<file path="src/rtl/conv_x_stream_tx.sv">
// conv_x_stream_tx
//
// Transmit-side driver for the x input stream of the conv layers. It holds one
// vector of X signed words, written through a simple load port while idle. On
// start it streams the vector in address order over a valid/ready handshake,
// repeated for a programmable number of frames back-to-back. It runs one word
// per cycle when the consumer is always ready.
//
// Optional build macro: CONV_TX_STALL_INJECT_EN
//   When defined, a 16-bit Galois LFSR adds random bubbles before new words are
//   presented. Data order and count do not change. When undefined, no LFSR is
//   built.
//
// Ports:
//   clk      in   rising-edge clock
//   reset    in   asynchronous active-high reset
//   ld_en    in   buffer write strobe (ignored while busy)
//   ld_addr  in   buffer write address
//   ld_data  in   signed word to store
//   frames   in   frame count, sampled on start (0 is treated as 1)
//   start    in   one-cycle request to begin transmission
//   busy     out  high from accepted start until the last handshake
//   done     out  one-cycle pulse after the final handshake
//   x_data   out  signed stream word
//   x_valid  out  stream word valid
//   x_ready  in   downstream ready
module conv_x_stream_tx #(
   parameter int          X         = 32,
   parameter int          W         = 16,
   parameter int          FW        = 8,
   parameter logic [15:0] LFSR_SEED = 16'hACE1
) (
   input  logic                   clk,
   input  logic                   reset,
   input  logic                   ld_en,
   input  logic [$clog2(X)-1:0]   ld_addr,
   input  logic signed [W-1:0]    ld_data,
   input  logic [FW-1:0]          frames,
   input  logic                   start,
   output logic                   busy,
   output logic                   done,
   output logic signed [W-1:0]    x_data,
   output logic                   x_valid,
   input  logic                   x_ready
);

   localparam int AW = $clog2(X);

   typedef enum logic [1:0] {IDLE, PREFETCH, STREAM, LAST} state_t;

   logic signed [W-1:0] mem [X];

   state_t              state_q, state_d;
   logic                busy_q, busy_d;
   logic                done_q, done_d;
   logic [FW-1:0]       frames_q, frames_d;
   logic [AW-1:0]       word_q, word_d;
   logic [FW-1:0]       frame_q, frame_d;
   logic                rd_en;
   logic                rd_vld_q, rd_vld_d;
   logic signed [W-1:0] rd_data_q;
   logic                q0_vld_q, q0_vld_d;
   logic signed [W-1:0] x_data_q, x_data_d;
   logic                q1_vld_q, q1_vld_d;
   logic signed [W-1:0] q1_data_q, q1_data_d;
   logic                x_valid_q, x_valid_d;

   logic                pop;
   logic                keep;
   logic [1:0]          occ;
   logic                credit_ok;
   logic                bubble;
   logic                h0_vld, h1_vld;
   logic signed [W-1:0] h0_data, h1_data;

`ifdef CONV_TX_STALL_INJECT_EN
   // Galois LFSR, polynomial x^16+x^14+x^13+x^11+1 (right-shift form).
   logic [15:0] lfsr_q, lfsr_d;

   always_comb begin
      lfsr_d = lfsr_q;
      if (busy_q) begin
         lfsr_d = {1'b0, lfsr_q[15:1]} ^ (lfsr_q[0] ? 16'hB400 : 16'h0000);
      end
   end

   always_ff @(posedge clk or posedge reset) begin
      if (reset) begin
         lfsr_q <= LFSR_SEED;
      end else begin
         lfsr_q <= lfsr_d;
      end
   end

   assign bubble = lfsr_q[0];
`else
   // The seed only matters for stall injection; without it no bubble is ever added.
   assign bubble = 1'b0 && (LFSR_SEED != 16'h0000);
`endif

   assign pop = x_valid_q && x_ready;

   // The output word (q0) and the skid word (q1) form a two-entry queue. A new
   // read is issued only when, even if the consumer stalls next cycle, the read
   // data still fits into the queue.
   always_comb begin
      occ       = 2'(q0_vld_q) + 2'(q1_vld_q) + 2'(rd_vld_q);
      credit_ok = pop ? (occ != 2'd3) : (occ <= 2'd1);
   end

   // Control FSM and read address generation
   always_comb begin
      state_d  = state_q;
      busy_d   = busy_q;
      done_d   = 1'b0;
      frames_d = frames_q;
      word_d   = word_q;
      frame_d  = frame_q;
      rd_en    = 1'b0;

      case (state_q)
         IDLE: begin
            // A start that coincides with done is deliberately not accepted.
            if (start && !done_q) begin
               frames_d = (frames == '0) ? FW'(1) : frames;
               word_d   = '0;
               frame_d  = '0;
               busy_d   = 1'b1;
               state_d  = PREFETCH;
            end
         end
         PREFETCH: begin
            rd_en   = 1'b1;
            state_d = STREAM;
         end
         STREAM: begin
            rd_en = credit_ok;
         end
         LAST: begin
            if (pop && !q1_vld_q && !rd_vld_q) begin
               state_d = IDLE;
               busy_d  = 1'b0;
               done_d  = 1'b1;
            end
         end
         default: state_d = IDLE;
      endcase

      // The read of address 0 for the next frame follows the read of X-1
      // directly, so frame boundaries add no bubble.
      if (rd_en) begin
         if (word_q == AW'(X - 1)) begin
            word_d  = '0;
            frame_d = frame_q + FW'(1);
            if (frame_q == frames_q - FW'(1)) begin
               state_d = LAST;
            end
         end else begin
            word_d = word_q + AW'(1);
         end
      end
   end

   // Output queue: remove the head on a transfer, then append any arriving read
   always_comb begin
      keep    = x_valid_q && !pop;
      h0_vld  = q0_vld_q;
      h0_data = x_data_q;
      h1_vld  = q1_vld_q;
      h1_data = q1_data_q;
      if (pop) begin
         h0_vld  = q1_vld_q;
         h0_data = q1_data_q;
         h1_vld  = 1'b0;
      end
      if (rd_vld_q) begin
         if (!h0_vld) begin
            h0_vld  = 1'b1;
            h0_data = rd_data_q;
         end else begin
            h1_vld  = 1'b1;
            h1_data = rd_data_q;
         end
      end
      q0_vld_d  = h0_vld;
      q1_vld_d  = h1_vld;
      q1_data_d = h1_data;
      x_data_d  = h0_vld ? h0_data : x_data_q;
      // A word already shown stays shown; a bubble only delays a newly presented word.
      x_valid_d = h0_vld && (keep || !bubble);
      rd_vld_d  = rd_en;
   end

   always_ff @(posedge clk or posedge reset) begin
      if (reset) begin
         state_q   <= IDLE;
         busy_q    <= 1'b0;
         done_q    <= 1'b0;
         frames_q  <= '0;
         word_q    <= '0;
         frame_q   <= '0;
         rd_vld_q  <= 1'b0;
         q0_vld_q  <= 1'b0;
         x_data_q  <= '0;
         q1_vld_q  <= 1'b0;
         q1_data_q <= '0;
         x_valid_q <= 1'b0;
      end else begin
         state_q   <= state_d;
         busy_q    <= busy_d;
         done_q    <= done_d;
         frames_q  <= frames_d;
         word_q    <= word_d;
         frame_q   <= frame_d;
         rd_vld_q  <= rd_vld_d;
         q0_vld_q  <= q0_vld_d;
         x_data_q  <= x_data_d;
         q1_vld_q  <= q1_vld_d;
         q1_data_q <= q1_data_d;
         x_valid_q <= x_valid_d;
      end
   end

   // Vector buffer: no reset, so contents survive a reset.
   always_ff @(posedge clk) begin
      if (ld_en && !busy_q) begin
         mem[ld_addr] <= ld_data;
      end
      if (rd_en) begin
         rd_data_q <= mem[word_q];
      end
   end

   assign busy    = busy_q;
   assign done    = done_q;
   assign x_data  = x_data_q;
   assign x_valid = x_valid_q;

endmodule

</file>
<file path="config.mk">
export PLATFORM = sky130hd
export DESIGN_NAME = conv_x_stream_tx
export DESIGN_NICKNAME = d
export VERILOG_FILES = /design/src/rtl/conv_x_stream_tx.sv
export SDC_FILE = /design/constraint.sdc
export NUM_CORES = 1
export LEC_CHECK = 0
export CORE_MARGIN = 8
export CORE_UTILIZATION = 40
export CTS_BUF_LIST = sky130_fd_sc_hd__clkbuf_2 sky130_fd_sc_hd__clkbuf_4 sky130_fd_sc_hd__clkbuf_8
export CTS_CLUSTER_DIAMETER = 150
export DETAILED_ROUTE_END_ITERATION = 16
export HOLD_SLACK_MARGIN = 0.1
export PLACE_DENSITY = 0.67
export SETUP_SLACK_MARGIN = 0.05
export SLEW_MARGIN = 0
export SYNTH_ARGS = -nofsm -noshare
export SYNTH_HDL_FRONTEND = slang
export SYNTH_SLANG_ARGS = --single-unit
</file>
<file path="constraint.sdc">
create_clock -name clk -period 3.1 [get_ports clk]
set_input_delay 0.31 -clock clk [delete_from_list [all_inputs] [get_ports clk]]
set_output_delay 0.31 -clock clk [all_outputs]
set_load 0.01 [all_outputs]
</file>
==> run metrics <==
outcome=finished clean; power per standard cell area=~740 nW/µm²; met3 track utilization from global routing=0.0362; type of the worst min-delay path=input port to flop; final critical delay including setup and external delays=approximately 2.6 ns; grt peak-use layer=met2; clock tree from TritonCTS=yes; most frequently used flop master after synthesis=sky130_fd_sc_hd__edfxtp_1; cell area after synthesis=~23,000 µm²; leading cell types in the layout, fill and taps excluded=528 x sky130_fd_sc_hd__edfxtp_1, 160 x sky130_fd_sc_hd__mux4_2, 99 x sky130_fd_sc_hd__clkbuf_8; Int Power=about 0.015 W; global-route track usage on met2=0.242; post-synthesis xor/xnor area fraction=0.00420; number of ports placed on the die boundary=53; first-iteration detailed-routing DRC count=1,178; EDFF count, synth=~530; clock latency of the later-clocked register in the worst-skew pair=roughly 0.66 ns; Bufs on Longest Clock Path=3; CP max stage delay=0.58 ns; layout cell share with drive strength beyond 1=0.345; average via count per standard cell=5.51; CORE AREA=57,300 µm²; net switching fraction of the power=0.255; clock sink count=approximately 590; share of synthesized registers carrying an async set or reset=0.102; cell count after synthesis=1,051; initial antenna violation count=7; synth warn=0; number of vias in the routed layout=approximately 11k; worst clock skew on the final layout=0.0274 ns; global-route usage over all layers=0.157; crit start category=flop; Top delay family on crit path=multiplexers; first-pass detailed-route iteration total=7; headroom to the max-slew limit=0.242; data required time of the critical path=3.50 ns; Core Rows=88; Post-Synthesis Net Count=1,095; Slew Viols, Final=0; Worst-path clk slew=0.06 ns; reported max-cap violation count=0; library cell with the largest summed area after synthesis=sky130_fd_sc_hd__edfxtp_1; critical path data arrival time=3.04 ns; cell type with the highest occurrence count on the critical path=sky130_fd_sc_hd__mux4_2; final routed wire length divided by cell count=25.2 µm; detailed placement HPWL=30.2 mm; maximum number of pins on one net before global-route repair=34; Setup Viol. Count Final=0; Max VDD drop=0.000341 V; die footprint=65,300 µm²; last weighted congestion value of the routability-driven placer=0.758; commonest non-fill, non-tap cell in the layout=sky130_fd_sc_hd__edfxtp_1; Final Hold Fails=0; share of synthesized cell area in and, or, nand and nor gates=0.0239; portion of total power attributed to combinational logic=0.184; Synth Register Bits=588; Clock Tree Root=sky130_fd_sc_hd__clkbuf_8; wire length of the first global-routing pass=77.1 mm; CP cell instances=buf_4, mux4_2, mux4_2, mux2_2; DRT antenna net count=0; cts bufs inserted=91; met1 GRT Util=0.225; placed instance count=between 1.5k and 2k; share of the cycle needed by the critical path after routing=0.851; count of distinct cell types in the synthesized netlist=49; critical path class=flop to flop; via count of the first global-routing pass=11.8k; Worst Path Buf+Inv=1; Post-CTS Repair Setup Buffers=0; Peak Freq=0.379 GHz; grt total ovfl=0; signed area change from the synthesized netlist to the final layout=16.5%; sw power=0.00505 W; setup repair after global routing missed its margin=false; final standard cell count with taps included and fillers excluded=a little over 2k; LEAKAGE=8.62 nW; share of total power in the clock network=0.330; Synth top area share=0.691; Slew @ Worst Pin=1.13 ns; combinational family with the most area after synthesis=multiplexers; portion of the post-synthesis area used by sequential elements=0.756; Port Buffer Count=52; H-tree level count=3; syn_area_per_cell=about 22 µm²; multiplexer fraction of the synthesized cell area=0.178; height of the chip=256 µm; Critical-path top delay cell=sky130_fd_sc_hd__dfrtp_4; Starting Density=0.401; main area contributors after synthesis=sky130_fd_sc_hd__edfxtp_1 69%, sky130_fd_sc_hd__mux4_2 16%, sky130_fd_sc_hd__dfrtp_1 6.5%; total wire length after detailed routing=approximately 52 mm; Synth Area in Adders=0.00578; critical path fanouts, max=24; DIE WIDTH=256 µm; net total in the final layout=around 1.3k; Residual DRC=0; element type at the critical path end=flop; total negative slack for setup checks=0 ns; share of total power in sequential cells=0.486; compound-gate portion of the synthesized area=0.0174
==> synth_stat cells, types with 2 or more instances <==
| cell | count |
|---|---|
| sky130_fd_sc_hd__a21o_1 | 3 |
| sky130_fd_sc_hd__xnor2_1 | 9 |
| sky130_fd_sc_hd__mux2i_1 | 4 |
| sky130_fd_sc_hd__nor2b_1 | 5 |
| sky130_fd_sc_hd__nor3b_1 | 2 |
| sky130_fd_sc_hd__nand3_1 | 6 |
| sky130_fd_sc_hd__a222oi_1 | 16 |
| sky130_fd_sc_hd__nand2b_1 | 7 |
| sky130_fd_sc_hd__and3_1 | 4 |
| sky130_fd_sc_hd__or3_1 | 2 |
| sky130_fd_sc_hd__buf_1 | 7 |
| sky130_fd_sc_hd__nor3_1 | 3 |
| sky130_fd_sc_hd__o21ai_0 | 16 |
| sky130_fd_sc_hd__nand2_1 | 19 |
| sky130_fd_sc_hd__clkbuf_1 | 32 |
| sky130_fd_sc_hd__buf_4 | 10 |
| sky130_fd_sc_hd__inv_1 | 24 |
| sky130_fd_sc_hd__mux2_2 | 39 |
| sky130_fd_sc_hd__and2_1 | 2 |
| sky130_fd_sc_hd__or4_1 | 3 |
| sky130_fd_sc_hd__o31a_1 | 2 |
| sky130_fd_sc_hd__xor2_1 | 2 |
| sky130_fd_sc_hd__nor4_1 | 2 |
| sky130_fd_sc_hd__mux4_2 | 160 |
| sky130_fd_sc_hd__nand3b_1 | 4 |
| sky130_fd_sc_hd__a21oi_1 | 5 |
| sky130_fd_sc_hd__dfrtp_1 | 60 |
| sky130_fd_sc_hd__and4b_1 | 2 |
| sky130_fd_sc_hd__edfxtp_1 | 528 |
| sky130_fd_sc_hd__a32o_1 | 2 |
| sky130_fd_sc_hd__buf_2 | 2 |
| sky130_fd_sc_hd__nor2_1 | 43 |
| sky130_fd_sc_hd__o31ai_1 | 2 |
| sky130_fd_sc_hd__ha_1 | 9 |
==> logic make-up after synthesis <==
group	Yosys count
simple gates	109
fa+ha+maj	10
mux	203
xor+xnor	11
flops	588
compound gates	54
buf+inv	76
==> path summary, 6_finish.rpt <==
path | startpoint | to | slack, ns | cells past startpoint
max | word_q[0] | rd_data_q[4] | 0.46 | 4
min | frames[6] | frames_q[6] | 0.30 | 2
max reg2reg | word_q[0] | rd_data_q[4] | 0.46 | 4
min reg2reg | x_data[1] | x_data[1] | 0.50 | 2
max in group asynchronous | reset | state_q[1] | 1.82 | 4
min in group asynchronous | reset | q1_data_q[15] | 0.65 | 3
==> worst register-to-register path, cell delays in order (launching register included) <==
cell                      delay (ns)
sky130_fd_sc_hd__dfrtp_4        0.58
sky130_fd_sc_hd__buf_4          0.46
sky130_fd_sc_hd__mux4_2         0.58
sky130_fd_sc_hd__mux4_2         0.48
sky130_fd_sc_hd__mux2_2         0.27
==> timing repair <==
item / 4_1_cts / 5_1_grt
hold endpoints to repair: 29 / 0
setup endpoints to repair: 0 / 0
hold buffers: 1 / 0
gates resized for setup: 0 / 0
==> flip-flops by register name, summed over array words and instances, names as in the netlist, 2 cells and up <==
| register | cells |
|---|---|
| q1_data_q | 16 |
| word_q | 5 |
| state_q | 2 |
| rd_data_q | 16 |
| mem | 512 |
| x_data | 16 |
| frame_q | 8 |
| frames_q | 8 |
==> power by group through the flow <==
stage	clock, W	combinational [W]	sequential (W)
global placement	0	0.00364	0.00975
CTS	0.00668	0.00372	0.00961
detailed placement	0	0.00371	0.00977
floorplan	0	0.00263	0.00953
global route	0.00703	0.00394	0.00967
finish	0.00653	0.00364	0.00961
==> stage by stage <==
stage / setup WS, ns / total power, W / area [µm²] / util / hold slack (ns)
final: 0.462 / 0.0198 / 26700 / 0.467 / 0.303
after global routing: 0.305 / 0.0206 / 26700 / 0.467 / 0.259
after CTS: 0.417 / 0.0200 / 26700 / 0.467 / 0.248
after detailed placement: 0.447 / 0.0135 / 24900 / 0.434 / 0.484
after global placement: 0.461 / 0.0134 / 24900 / 0.434 / 0.484
after floorplan: 0.502 / 0.0122 / 22900 / - / 0.409
==> layout make-up <==
class                           instances  area, µm²
Sequential cell                       588      17400
Inverter                               24       90.1
Multi-Input combinational cell        387       5320
Clock buffer                          132       1610
Timing Repair Buffer                  117       1150
Fill cell                            4727      30500
Clock inverter                         32        231
Tap cell                              765        957
Antenna cell                            4       10.0
==> layer usage <==
metal	vias up	routed length, µm
li1	4726	-
met1	5996	21900
met2	484	24400
met3	72	4360
met4	2	1010
met5	-	13
Power figures use the tool's default switching activity.
